`src/rtl/bus_fifo_regs_pkg.sv`:
```
// Shared register map and STATUS bit positions for the FIFO-backed bus registers.
package bus_fifo_regs_pkg;

  localparam logic ADR_DATA   = 1'b0;
  localparam logic ADR_STATUS = 1'b1;

  localparam int STAT_TX_FULL = 0;
  localparam int STAT_RX_NE   = 1;
  localparam int STAT_ERR     = 2;

endpackage

```
`src/rtl/bus_fifo_regs_if.sv`:
```
// Bundle of bus-slave strobes, fabric streams and FIFO fill levels for bus_fifo_regs.
// Stream handshake: a word moves when valid and ready are both high at a rising clk;
// ready never depends on valid, and data is only meaningful while valid is high.
interface bus_fifo_regs_if #(
  parameter int DATW       = 3,
  parameter int DEPTH_LOG2 = 3
);
  logic            do_write;
  logic            do_read;
  logic            rw_adr;
  logic [DATW-1:0] w_data;
  logic [DATW-1:0] read_data;

  logic [DATW-1:0] tx_data;
  logic            tx_valid;
  logic            tx_ready;
  logic [DATW-1:0] rx_data;
  logic            rx_valid;
  logic            rx_ready;

  logic [DEPTH_LOG2:0] tx_count;
  logic [DEPTH_LOG2:0] rx_count;

  modport master (
    output do_write, do_read, rw_adr, w_data, tx_ready, rx_data, rx_valid,
    input  read_data, tx_data, tx_valid, rx_ready, tx_count, rx_count
  );

  modport slave (
    input  do_write, do_read, rw_adr, w_data, tx_ready, rx_data, rx_valid,
    output read_data, tx_data, tx_valid, rx_ready, tx_count, rx_count
  );
endinterface

```
`src/rtl/bus_fifo_regs_sync_fifo.sv`:
```
// Single-clock FIFO; a push into a full FIFO is accepted when a pop happens in the same cycle.
module bus_fifo_regs_sync_fifo #(
  parameter int W          = 3,
  parameter int DEPTH_LOG2 = 3
) (
  input  logic                clk,
  input  logic                rst,
  input  logic                push,
  input  logic                pop,
  input  logic [W-1:0]        din,
  output logic [W-1:0]        dout,
  output logic                full,
  output logic                empty,
  output logic [DEPTH_LOG2:0] count
);
  localparam int DEPTH = 1 << DEPTH_LOG2;

  logic [W-1:0]            mem [DEPTH];
  logic [DEPTH_LOG2-1:0]   wr_ptr;
  logic [DEPTH_LOG2-1:0]   rd_ptr;
  logic                    push_ok;
  logic                    pop_ok;

  assign full    = count[DEPTH_LOG2];
  assign empty   = (count == '0);
  assign pop_ok  = pop & ~empty;
  assign push_ok = push & (~full | pop_ok);
  assign dout    = empty ? '0 : mem[rd_ptr];

  // Storage needs no reset: emptiness is tracked entirely by count.
  always_ff @(posedge clk) begin
    if (push_ok) mem[wr_ptr] <= din;
  end

  always_ff @(posedge clk or posedge rst) begin
    if (rst) begin
      wr_ptr <= '0;
      rd_ptr <= '0;
      count  <= '0;
    end else begin
      if (push_ok) wr_ptr <= wr_ptr + 1'b1;
      if (pop_ok)  rd_ptr <= rd_ptr + 1'b1;
      case ({push_ok, pop_ok})
        2'b10:   count <= count + 1'b1;
        2'b01:   count <= count - 1'b1;
        default: count <= count;
      endcase
    end
  end
endmodule

```
`src/rtl/bus_fifo_regs.sv`:
```
// DATA/STATUS register pair backed by a TX FIFO (MCU to fabric) and an RX FIFO (fabric to MCU).
module bus_fifo_regs
  import bus_fifo_regs_pkg::*;
#(
  parameter int DATW       = 3,
  parameter int DEPTH_LOG2 = 3
) (
  input logic             clk,
  input logic             rst,
  bus_fifo_regs_if.slave  bus
);
  logic            wr_data;
  logic            rd_data;
  logic            wr_stat;
  logic            tx_pop;
  logic            tx_full;
  logic            tx_empty;
  logic [DATW-1:0] tx_dout;
  logic            rx_push;
  logic            rx_full;
  logic            rx_empty;
  logic [DATW-1:0] rx_dout;
  logic            err;
  logic            err_set;
  logic            err_clr;
  logic [DATW-1:0] status;

  assign wr_data = bus.do_write & (bus.rw_adr == ADR_DATA);
  assign rd_data = bus.do_read  & (bus.rw_adr == ADR_DATA);
  assign wr_stat = bus.do_write & (bus.rw_adr == ADR_STATUS);

  assign tx_pop  = ~tx_empty & bus.tx_ready;
  assign rx_push = bus.rx_valid & ~rx_full;

  bus_fifo_regs_sync_fifo #(.W(DATW), .DEPTH_LOG2(DEPTH_LOG2)) u_tx_fifo (
    .clk   (clk),
    .rst   (rst),
    .push  (wr_data),
    .pop   (tx_pop),
    .din   (bus.w_data),
    .dout  (tx_dout),
    .full  (tx_full),
    .empty (tx_empty),
    .count (bus.tx_count)
  );

  bus_fifo_regs_sync_fifo #(.W(DATW), .DEPTH_LOG2(DEPTH_LOG2)) u_rx_fifo (
    .clk   (clk),
    .rst   (rst),
    .push  (rx_push),
    .pop   (rd_data),
    .din   (bus.rx_data),
    .dout  (rx_dout),
    .full  (rx_full),
    .empty (rx_empty),
    .count (bus.rx_count)
  );

  // Dropped TX write or DATA read from an empty RX FIFO; set beats clear.
  assign err_set = (wr_data & tx_full & ~tx_pop) | (rd_data & rx_empty);
  assign err_clr = wr_stat & bus.w_data[STAT_ERR];

  always_ff @(posedge clk or posedge rst) begin
    if (rst)          err <= 1'b0;
    else if (err_set) err <= 1'b1;
    else if (err_clr) err <= 1'b0;
  end

  always_comb begin
    status               = '0;
    status[STAT_TX_FULL] = tx_full;
    status[STAT_RX_NE]   = ~rx_empty;
    status[STAT_ERR]     = err;
  end

  assign bus.read_data = (bus.rw_adr == ADR_DATA) ? rx_dout : status;
  assign bus.tx_data   = tx_dout;
  assign bus.tx_valid  = ~tx_empty;
  assign bus.rx_ready  = ~rx_full;
endmodule

```
`src/flat_wrapper.sv`:
```
// flat-port wrapper written by rule: the top's interface ports become plain ports
module bus_fifo_regs_flat import bus_fifo_regs_pkg::*;
#(
  parameter int DATW       = 3,
  parameter int DEPTH_LOG2 = 3
)
  (clk, rst, bus_do_write, bus_do_read, bus_rw_adr, bus_w_data, bus_tx_ready, bus_rx_data, bus_rx_valid, bus_read_data, bus_tx_data, bus_tx_valid, bus_rx_ready, bus_tx_count, bus_rx_count);
  bus_fifo_regs_if #(.DATW(DATW), .DEPTH_LOG2(DEPTH_LOG2)) bus_i ();
  input logic clk;
  input logic rst;
  input wire logic [$bits(bus_i.do_write)-1:0] bus_do_write;
  input wire logic [$bits(bus_i.do_read)-1:0] bus_do_read;
  input wire logic [$bits(bus_i.rw_adr)-1:0] bus_rw_adr;
  input wire logic [$bits(bus_i.w_data)-1:0] bus_w_data;
  input wire logic [$bits(bus_i.tx_ready)-1:0] bus_tx_ready;
  input wire logic [$bits(bus_i.rx_data)-1:0] bus_rx_data;
  input wire logic [$bits(bus_i.rx_valid)-1:0] bus_rx_valid;
  output wire logic [$bits(bus_i.read_data)-1:0] bus_read_data;
  output wire logic [$bits(bus_i.tx_data)-1:0] bus_tx_data;
  output wire logic [$bits(bus_i.tx_valid)-1:0] bus_tx_valid;
  output wire logic [$bits(bus_i.rx_ready)-1:0] bus_rx_ready;
  output wire logic [$bits(bus_i.tx_count)-1:0] bus_tx_count;
  output wire logic [$bits(bus_i.rx_count)-1:0] bus_rx_count;
  assign bus_i.do_write = bus_do_write;
  assign bus_i.do_read = bus_do_read;
  assign bus_i.rw_adr = bus_rw_adr;
  assign bus_i.w_data = bus_w_data;
  assign bus_i.tx_ready = bus_tx_ready;
  assign bus_i.rx_data = bus_rx_data;
  assign bus_i.rx_valid = bus_rx_valid;
  assign bus_read_data = bus_i.read_data;
  assign bus_tx_data = bus_i.tx_data;
  assign bus_tx_valid = bus_i.tx_valid;
  assign bus_rx_ready = bus_i.rx_ready;
  assign bus_tx_count = bus_i.tx_count;
  assign bus_rx_count = bus_i.rx_count;
  bus_fifo_regs #(.DATW(DATW), .DEPTH_LOG2(DEPTH_LOG2)) u_core (.clk(clk), .rst(rst), .bus(bus_i));
endmodule
```
`config.mk`:
```
export PLATFORM = sky130hd
export DESIGN_NAME = bus_fifo_regs_flat
export DESIGN_NICKNAME = d
export VERILOG_FILES = /design/src/rtl/bus_fifo_regs_pkg.sv /design/src/rtl/bus_fifo_regs_if.sv /design/src/rtl/bus_fifo_regs_sync_fifo.sv /design/src/rtl/bus_fifo_regs.sv /design/src/flat_wrapper.sv
export SDC_FILE = /design/constraint.sdc
export NUM_CORES = 1
export LEC_CHECK = 0
export ABC_CLOCK_PERIOD_IN_PS = 3050
export CAP_MARGIN = 30
export CORE_AREA = 5 5 118 120
export CTS_BUF_LIST = sky130_fd_sc_hd__clkbuf_8 sky130_fd_sc_hd__clkbuf_16
export CTS_CLUSTER_SIZE = 28
export DETAILED_ROUTE_END_ITERATION = 8
export DIE_AREA = 0 0 123 125
export GPL_TIMING_DRIVEN = 1
export PLACE_DENSITY = 0.38
export SYNTH_ARGS = -nofsm -noshare
export SYNTH_HDL_FRONTEND = slang
export SYNTH_HIERARCHICAL = 1
export SYNTH_SLANG_ARGS = --single-unit
```
`constraint.sdc`:
```
create_clock -name clk -period 3.05 [get_ports clk]
set_input_delay 0.4575 -clock clk [delete_from_list [all_inputs] [get_ports clk]]
set_output_delay 0.4575 -clock clk [all_outputs]
set_load 0.005 [all_outputs]
```
==> out/qor.csv, run 1 <==
stage,metric,value,unit
layout,fillcell total,1311,
sta,Final period util,95.70,%
power,sw power,1166,uW
critical_path,Crit Path Category,reg2out,
min_path,Hold Path Class,in2async,
power,Combinational Power Share,36.3,%
drt,Detailed Routing Iterations Pass 1,4,
power,sequential share of power,39.9,%
critical_path,CP Max Fanout,8,
die,overall die area,15380,sq um
power,Sw Share,31.39,%
global_route,first-pass GRT wire length,10710,um
global_route,largest net degree at the start of global routing,11,
drt,Avg WL per Cell,14.94,um
sta,RSZ-0062 raised after global routing,no,
outcome,outcome,"complete, no violations",
synthesis,post-synth top area cell,edfxtp_1,
synthesis,#FFs+latches synth,69,
synthesis,syn avg cell area,14.90,sq um
placement,hpwl dp,4799,um
drt,vias per cell,4.245,
power,Tot Pwr,3714,uW
sta,Max-slew headroom,60.07,%
die,die width,123,um
drt,initial drt markers,80,
clock_tree,Worst-path clk slew,0.05,ns
critical_path,Critical Path Sink Type,output pin,
critical_path,startpoint types,flip-flop,
layout,layout cell share with drive strength beyond 1,19.62,%
synthesis,yosys warns,6,
synthesis,Synth Flop Type,edfxtp_1,
sta,sum of negative setup slack,0,ns
clock_tree,TritonCTS Buffers,9,
die,Ports,29,
synthesis,post-synth net total,239,
clock_tree,Setup Buffers After CTS,0,
synthesis,ys async rst share,30.43,%
layout,most frequent cells in the layout,"edfxtp_1 (48), clkdlybuf4s50_1 (28), dfrtp_1 (19)",
power,power share of the clock group,23.7,%
drt,via count,1851,
layout,final non-filler cell total,436,
global_route,initial antenna violation count,0,
synthesis,Synth Instances,216,
synthesis,synth unique cells,37,
global_route,"Remaining Overflow, GRT",0,
layout,footprint of the multi-input gates,1174,sq um
sta,hold_ws,0.3246,ns
sta,Max Slew Vio Count,0,
power,Power Dens Cells,927.3,nW/um^2
global_route,vias in the first global route,2016,
clock_tree,CTS tree,built,
placement,placed insts,421,
critical_path,CP required,2.59,ns
global_route,Total GRT Usage,9.215,%
critical_path,crit-path max cell delay,0.56,ns
drt,final wirelength,6514,um
drt,remaining antenna violation count,0,
placement,Post-Place Cell Area,3746,sq um
die,Cell Rows,42,
power,maximum vdd drop,0.0003564,V
synthesis,count of flip-flops with a built-in enable after synthesis,48,
critical_path,reg2reg setup slack,0.32,ns
die,Core Region,12870,sq um
sta,Worst-Margin Slew,0.5944,ns
synthesis,top cells by area in the synthesized netlist,"edfxtp_1 (45%), dfrtp_1 (16%), mux4_2 (8.4%)",
sta,final setup fails,0,
clock_tree,Root Driver,clkbuf_16,
sta,FMAX,342.6,MHz
clock_tree,Clock Latency Late Sink,0.32,ns
synthesis,post-synth top area share,44.79,%
layout,Reg area,1969,sq um
critical_path,FF-to-FF End,u_core/u_tx_fifo/count[3],
critical_path,Worst R2R Path Depth,8,
placement,I/O Buffers,28,
critical_path,CP top delay family,simple AND/OR/NAND/NOR gates,
power,P_leak,0.001423,uW
critical_path,critical-path cell list,or4_4 > and2_4 > a22o_1 > mux2_1 > clkdlybuf4s50_1,
layout,"most common cell after layout, fill and taps aside",edfxtp_1,
placement,Routability Congestion,0.7445,
sta,minimum clock period,2.919,ns
clock_tree,CTS Sinks,69,
die,initial core utilization,25.00,%
clock_tree,# H-tree levels,3,
sta,Final Hold Fails,0,
drt,DRC,0,
job,max_cap viols,0,
layout,fin area,4005,sq um
synthesis,register area share after synthesis,61.12,%
critical_path,critical path arrival,2.46,ns
power,Internal,2548,uW
layout,P&R area growth vs syn,24.46,%
sta,Clock Skews,0.004481,ns
layout,# nets final,279,
critical_path,RR Startpoint,u_core/u_tx_fifo/count[0],
die,Die Y-Extent,125,um
critical_path,Buffers & Inverters on Critical Path,1,
clock_tree,worst-case clock buffer depth,2,
critical_path,Worst path slowest cell,or4_4,
synthesis,Post-Syn Area,3218,sq um
layout,n_diodes,0,
cell usage after synthesis, types with 3 or more instances:
cell / instances
edfxtp_1: 48
dfrtp_1: 21
mux4_2: 12
xnor2_1: 12
ha_1: 10
inv_1: 10
nor2_1: 10
nor3_1: 8
a22o_1: 6
nor3b_1: 6
nor2b_1: 5
a21oi_1: 4
clkbuf_1: 4
mux2_1: 4
mux2_2: 4
nand2_1: 4
nand2b_1: 4
nor4b_1: 4
o211ai_1: 4
o21ai_0: 4
mux2i_1: 3
o21ai_2: 3
layer usage:
metal	vias to the layer above	GRT usage (%)	part of all wire, %
met5	-	0	0
met2	36	15.63	53
met3	6	3.884	4.0
met4	0	2.541	0.95
li1	895	-	-
met1	914	10.62	42
flip-flops by register name, summed over array words and instances (netlist names):
name                     cells
u_core/u_rx_fifo/count       4
u_core/u_rx_fifo/wr_ptr      3
u_core/u_rx_fifo/mem        24
u_core/err                   1
u_core/u_tx_fifo/mem        24
u_core/u_tx_fifo/rd_ptr      3
u_core/u_tx_fifo/count       4
u_core/u_tx_fifo/wr_ptr      3
u_core/u_rx_fifo/rd_ptr      3
worst max path at each step:
| stage | slack (ns) | endpoint | start | depth (start not counted) |
|---|---|---|---|---|
| 6_report | 0.13 | bus_read_data[2] | u_core/u_rx_fifo/count[1] | 5 |
| 5_1_grt | 0.03 | bus_read_data[0] | u_core/u_rx_fifo/count[1] | 5 |
| 4_1_cts | 0.03 | bus_read_data[2] | u_core/u_rx_fifo/count[0] | 5 |
| 3_5_place_dp | 0.22 | u_core/u_tx_fifo/count[2] | bus_tx_ready | 9 |
| 3_3_place_gp | 0.24 | u_core/u_tx_fifo/count[2] | bus_tx_ready | 9 |
| 2_1_floorplan | 0.43 | u_core/u_tx_fifo/count[3] | u_core/u_tx_fifo/count[0] | 9 |
worst register-to-register path, stage by stage (launching register included):
cell and delay [ns]:
dfrtp_1 0.45, or4_4 0.60, inv_2 0.09, nor2b_1 0.12
o21ai_4 0.28, ha_1 0.38, nor3b_1 0.25, a21oi_1 0.10
a221o_1 0.34
cell type report:
cell class	count	area share, %
clock buffers	9	5.623
clock inverters	6	0.5936
inverters	12	1.125
multi-input cells	127	29.30
flip-flops and latches	69	49.17
well taps	176	5.498
repair buffers	37	8.685
power by group through the flow:
| stage | registers (uW) | clock network [uW] | logic (uW) |
|---|---|---|---|
| 2_1_floorplan | 1390 | 0 | 934 |
| 3_3_place_gp | 1510 | 0 | 1380 |
| 3_5_place_dp | 1510 | 0 | 1380 |
| 4_1_cts | 1500 | 918 | 1380 |
| 5_1_grt | 1530 | 954 | 1510 |
| 6_report | 1480 | 882 | 1350 |
metrics by stage:
step	utilization (%)	setup slack, ns
after floorplan	-	0.4331
after global placement	29.10	0.2446
after detailed placement	29.10	0.2166
after CTS	31.03	0.03300
after global routing	31.11	0.02700
final	31.11	0.1312
cells by family after synthesis:
group / count (synthesis) / share of synthesized area [%]
DFF: 69 / 61.12
muxes: 23 / 12.13
adders and majority gates: 10 / 3.888
and+or+nand+nor: 54 / 10.42
buffers and inverters: 20 / 2.644
AOI/OAI and AO/OA: 26 / 5.988
xor gates and xnor gates: 14 / 3.810
repair_timing:
| item | CTS | global route |
|---|---|---|
| hold buffers | 0 | 0 |
| endpoints found under the hold margin | 0 | 0 |
| setup endpoints to repair | 0 | 3 |
| resized for setup | 0 | 3 |
No activity file was read; power rests on OpenSTA's default activity.
==> run 2: changes to the inputs <==
--- a/config.mk
+++ b/config.mk
@@ -14,6 +14,8 @@
 export DIE_AREA = 0 0 123 125
 export GPL_TIMING_DRIVEN = 1
 export PLACE_DENSITY = 0.38
+export SETUP_SLACK_MARGIN = 0.2
+export SKIP_LAST_GASP = 1
 export SYNTH_ARGS = -nofsm -noshare
 export SYNTH_HDL_FRONTEND = slang
 export SYNTH_HIERARCHICAL = 1
==> out/qor.csv, run 2 (synthesis gave the netlist of run 1 again) <==
stage,metric,value,unit
outcome,outcome,"complete, no violations",
critical_path,CP required,2.59,ns
layout,Reg area,1971,sq um
drt,via count,1860,
clock_tree,Clock Latency Late Sink,0.32,ns
layout,"most common cell after layout, fill and taps aside",edfxtp_1,
layout,fin area,4034,sq um
critical_path,FF-to-FF End,u_core/u_tx_fifo/count[3],
placement,Post-Place Cell Area,3746,sq um
global_route,largest net degree at the start of global routing,11,
die,Cell Rows,42,
drt,Detailed Routing Iterations Pass 1,6,
power,Power Dens Cells,925.2,nW/um^2
drt,Avg WL per Cell,14.78,um
sta,Final period util,88.13,%
critical_path,critical path arrival,2.23,ns
drt,final wirelength,6489,um
placement,Routability Congestion,0.7445,
sta,Clock Skews,0.004689,ns
clock_tree,Worst-path clk slew,0.05,ns
placement,I/O Buffers,28,
die,initial core utilization,25.00,%
job,max_cap viols,0,
power,maximum vdd drop,0.0003396,V
die,die width,123,um
layout,P&R area growth vs syn,25.35,%
sta,Max-slew headroom,60.07,%
clock_tree,# H-tree levels,3,
die,Core Region,12870,sq um
layout,layout cell share with drive strength beyond 1,21.67,%
die,overall die area,15380,sq um
global_route,initial antenna violation count,0,
clock_tree,worst-case clock buffer depth,2,
sta,RSZ-0062 raised after global routing,no,
clock_tree,CTS tree,built,
critical_path,CP Max Fanout,4,
layout,fillcell total,1316,
clock_tree,Root Driver,clkbuf_16,
critical_path,Crit Path Category,reg2out,
layout,footprint of the multi-input gates,1179,sq um
drt,met3 wire length,254,um
sta,minimum clock period,2.688,ns
global_route,Total GRT Usage,9.281,%
sta,FMAX,372.0,MHz
drt,met1 wire length,2718,um
sta,Worst-Margin Slew,0.5944,ns
layout,# nets final,282,
clock_tree,TritonCTS Buffers,9,
sta,sum of negative setup slack,0,ns
die,Ports,29,
critical_path,startpoint types,flip-flop,
sta,final setup fails,0,
drt,vias per cell,4.237,
sta,Max Slew Vio Count,0,
power,P_leak,0.001446,uW
drt,initial drt markers,108,
sta,Setup WS post-layout,0.3619,ns
clock_tree,CTS Sinks,69,
drt,metal2 WL,3437,um
critical_path,RR Startpoint,u_core/u_tx_fifo/count[0],
global_route,first-pass GRT wire length,10780,um
placement,Post-Place Setup Slack,0.2166,ns
min_path,Hold Path Class,in2async,
drt,DRC,0,
drt,Top Metal Used,met4,
layout,top flop regs,"u_core/u_rx_fifo/mem (24), u_core/u_tx_fifo/mem (24)",
layout,n_diodes,0,
layout,most frequent cells in the layout,"edfxtp_1 (48), clkdlybuf4s50_1 (25), dfrtp_1 (18)",
die,Die Y-Extent,125,um
drt,remaining antenna violation count,0,
global_route,"Remaining Overflow, GRT",0,
sta,Final Hold Fails,0,
critical_path,Worst R2R Path Depth,8,
critical_path,Critical Path Sink Type,output pin,
placement,hpwl dp,4799,um
global_route,vias in the first global route,2038,
critical_path,reg2reg setup slack,0.37,ns
-- run 2: final cells by class --
| type | count | area share (%) |
|---|---|---|
| clock buffer | 9 | 5.583 |
| clock inverter | 6 | 0.5893 |
| inverter | 12 | 1.117 |
| multi-input combinational | 127 | 29.22 |
| sequential | 69 | 48.85 |
| tap | 176 | 5.459 |
| timing repair buffer | 40 | 9.181 |
-- run 2: how the worst max path moves through the flow --
stage | start | end | slack (ns) | depth (start not counted)
2_1_floorplan | u_core/u_tx_fifo/count[0] | u_core/u_tx_fifo/count[3] | 0.43 | 9
3_3_place_gp | bus_tx_ready | u_core/u_tx_fifo/count[2] | 0.24 | 9
3_5_place_dp | bus_tx_ready | u_core/u_tx_fifo/count[2] | 0.22 | 9
4_1_cts | u_core/u_tx_fifo/count[0] | u_core/u_tx_fifo/count[3] | 0.21 | 8
5_1_grt | u_core/u_tx_fifo/count[0] | u_core/u_tx_fifo/count[3] | 0.21 | 8
6_report | u_core/u_rx_fifo/count[1] | bus_read_data[2] | 0.36 | 5
-- run 2: metrics by stage --
stage                     util [%]  std cells  power [uW]  hold WS [ns]
after global routing         31.33        439        4015        0.3371
final                        31.33        439        3732        0.3231
after floorplan                  -        216        2327        0.1862
after global placement       29.10        421        2897        0.4958
after CTS                    31.21        439        3821        0.3125
after detailed placement     29.10        421        2891        0.5014
-- run 2: critical path, stage by stage (launching register included) --
cell and delay, ns:
dfrtp_2 0.40, or4_4 0.56, and2_4 0.19, a22o_1 0.21, mux2_1 0.28, dlygate4sd2_1 0.26
-- run 2: routing by layer --
| metal | vias up | global-route usage (%) |
|---|---|---|
| met3 | 8 | 3.930 |
| met5 | - | 0 |
| li1 | 903 | - |
| met1 | 916 | 10.62 |
| met4 | 0 | 2.736 |
| met2 | 33 | 15.73 |
-- run 2: timing repair --
action	in CTS	in global routing
endpoints found under the hold margin	0	0
pin swaps	1	0
resized for setup	5	4
endpoints found under the setup margin	3	4
hold buffers	0	0
buffers inserted	3	0
-- run 2: power by group --
part,internal (uW),total [uW],switching (uW)
logic,825,1400,571
clock network,528,884,355
registers,1210,1450,244
==> run 3: changes to the inputs <==
--- a/config.mk
+++ b/config.mk
@@ -5,8 +5,8 @@
 export SDC_FILE = /design/constraint.sdc
 export NUM_CORES = 1
 export LEC_CHECK = 0
-export ABC_CLOCK_PERIOD_IN_PS = 3050
-export CAP_MARGIN = 30
+export ABC_CLOCK_PERIOD_IN_PS = 3400
+export CAP_MARGIN = 20
 export CORE_AREA = 5 5 118 120
 export CTS_BUF_LIST = sky130_fd_sc_hd__clkbuf_8 sky130_fd_sc_hd__clkbuf_16
 export CTS_CLUSTER_SIZE = 28
==> constraint.sdc (replaced) <==
create_clock -name clk -period 3.4 [get_ports clk]
set_input_delay 0.51 -clock clk [delete_from_list [all_inputs] [get_ports clk]]
set_output_delay 0.51 -clock clk [all_outputs]
set_load 0.005 [all_outputs]
==> out/qor.csv, run 3 (synthesis gave the netlist of run 1 again) <==
stage,metric,value,unit
power,Combinational Power Share,32.8,%
critical_path,Worst path slowest cell,or4_4,
layout,top flop regs,"u_core/u_rx_fifo/mem (24), u_core/u_tx_fifo/mem (24)",
critical_path,CP Max Fanout,7,
layout,P&R area growth vs syn,24.57,%
sta,Max Slew Vio Count,0,
power,Internal,2406,uW
drt,vias per cell,4.186,
drt,Detailed Routing Iterations Pass 1,4,
clock_tree,# H-tree levels,3,
placement,hpwl dp,4624,um
clock_tree,Worst-path clk slew,0.05,ns
drt,DRC,0,
global_route,Total GRT Usage,9.154,%
clock_tree,worst-case clock buffer depth,2,
sta,Worst-Margin Slew,0.6244,ns
critical_path,Buffers & Inverters on Critical Path,1,
power,power share of the clock group,27.6,%
global_route,initial antenna violation count,0,
critical_path,Crit Path Category,reg2out,
sta,final setup fails,0,
clock_tree,Clock Latency Late Sink,0.32,ns
clock_tree,Root Driver,clkbuf_16,
die,Die Y-Extent,125,um
layout,fillcell total,1303,
job,max_cap viols,0,
power,Power Dens Cells,861.0,nW/um^2
die,die width,123,um
sta,Clock Skews,0.004988,ns
layout,Reg area,1968,sq um
sta,sum of negative setup slack,0,ns
clock_tree,CTS Sinks,69,
sta,Final period util,89.08,%
die,overall die area,15380,sq um
die,Cell Rows,42,
power,P_leak,0.001418,uW
global_route,first-pass GRT wire length,10590,um
drt,Avg WL per Cell,14.69,um
global_route,largest net degree at the start of global routing,12,
critical_path,reg2reg setup slack,0.54,ns
layout,most frequent cells in the layout,"edfxtp_1 (48), clkdlybuf4s50_1 (28), dfrtp_1 (20)",
drt,remaining antenna violation count,0,
outcome,outcome,"complete, no violations",
die,initial core utilization,25.00,%
critical_path,critical path arrival,2.52,ns
sta,FMAX,330.2,MHz
global_route,vias in the first global route,1939,
clock_tree,# hold bufs at CTS,0,
clock_tree,CTS tree,built,
clock_tree,Setup Buffers After CTS,0,
global_route,"Remaining Overflow, GRT",0,
placement,Routability Congestion,0.6907,
die,Core Region,12870,sq um
drt,initial drt markers,63,
drt,via count,1804,
placement,I/O Buffers,28,
layout,n_diodes,0,
power,Tot Pwr,3452,uW
layout,# nets final,273,
layout,layout cell share with drive strength beyond 1,18.43,%
layout,footprint of the multi-input gates,1166,sq um
power,sw power,1045,uW
sta,hold_ws,0.3808,ns
sta,minimum clock period,3.029,ns
clock_tree,TritonCTS Buffers,9,
power,Sw Share,30.29,%
critical_path,CP required,2.89,ns
critical_path,startpoint types,flip-flop,
critical_path,CP top delay family,simple AND/OR/NAND/NOR gates,
sta,Setup WS post-layout,0.3714,ns
power,sequential share of power,39.6,%
critical_path,Critical Path Sink Type,output pin,
layout,"most common cell after layout, fill and taps aside",edfxtp_1,
placement,Post-Place Setup Slack,0.4824,ns
sta,Max-slew headroom,58.05,%
die,Ports,29,
drt,final wirelength,6331,um
critical_path,critical-path cell list,or4_4 > and2_4 > a22o_1 > mux2_1 > clkdlybuf4s50_1,
min_path,Hold Path Class,in2async,
critical_path,crit-path max cell delay,0.60,ns
sta,RSZ-0062 raised after global routing,no,
power,maximum vdd drop,0.0002832,V
sta,Final Hold Fails,0,
-- run 3: cell types whose count changed in the layout (fill, tap and decap cells not counted), moves of 2 or more --
| cell | change |
|---|---|
| dfrtp_2 | -2 |
| buf_4 | -9 |
| dfrtp_1 | +2 |
| dlygate4sd2_1 | -2 |
| clkdlybuf4s50_1 | +3 |
| bufinv_16 | +2 |
-- run 3: power by group through the flow --
stage	sequential, uW	clock, uW	combinational, uW
after floorplan	1250	0	838
after global placement	1400	0	1170
after detailed placement	1390	0	1160
after CTS	1380	992	1160
after global routing	1410	1030	1270
final	1370	953	1130
-- run 3: final timing paths --
kind / from / to / cells after the start
worst max-delay path: u_core/u_rx_fifo/count[0] / bus_read_data[0] / 5
worst min-delay path: rst / u_core/err / 2
worst max register to register: u_core/u_tx_fifo/count[0] / u_core/u_tx_fifo/count[2] / 10
worst min register to register: u_core/u_rx_fifo/rd_ptr[2] / u_core/u_rx_fifo/rd_ptr[2] / 1
max in group asynchronous: rst / u_core/u_rx_fifo/rd_ptr[0] / 2
min in group clk: u_core/u_rx_fifo/rd_ptr[2] / u_core/u_rx_fifo/rd_ptr[2] / 1
-- run 3: layout make-up --
cell class | count | share of cell area, %
Sequential cell | 69 | 49.10
Multi-Input combinational cell | 127 | 29.09
Timing Repair Buffer | 31 | 7.553
Clock buffer | 9 | 5.618
Tap cell | 176 | 5.493
Clock inverter | 7 | 2.029
Inverter | 12 | 1.124
-- run 3: layer usage --
layer  GRT usage (%)  routed length [um]
met1           10.70                2653
met2           15.37                3354
met3           3.433                 274
met4           3.127                  50
met5               0                   0
-- run 3: through the flow --
step	utilization, %	instance area [sq um]	std cells
finish	31.14	4009	431
global route	31.14	4009	431
CTS	31.13	4008	431
detailed placement	28.75	3701	415
global placement	28.75	3701	415
floorplan	-	3218	216
-- run 3: repair_timing --
item | 4_1_cts | 5_1_grt
setup endpoints to repair | 0 | 2
gates resized for setup | 0 | 1
hold endpoints to repair | 0 | 0
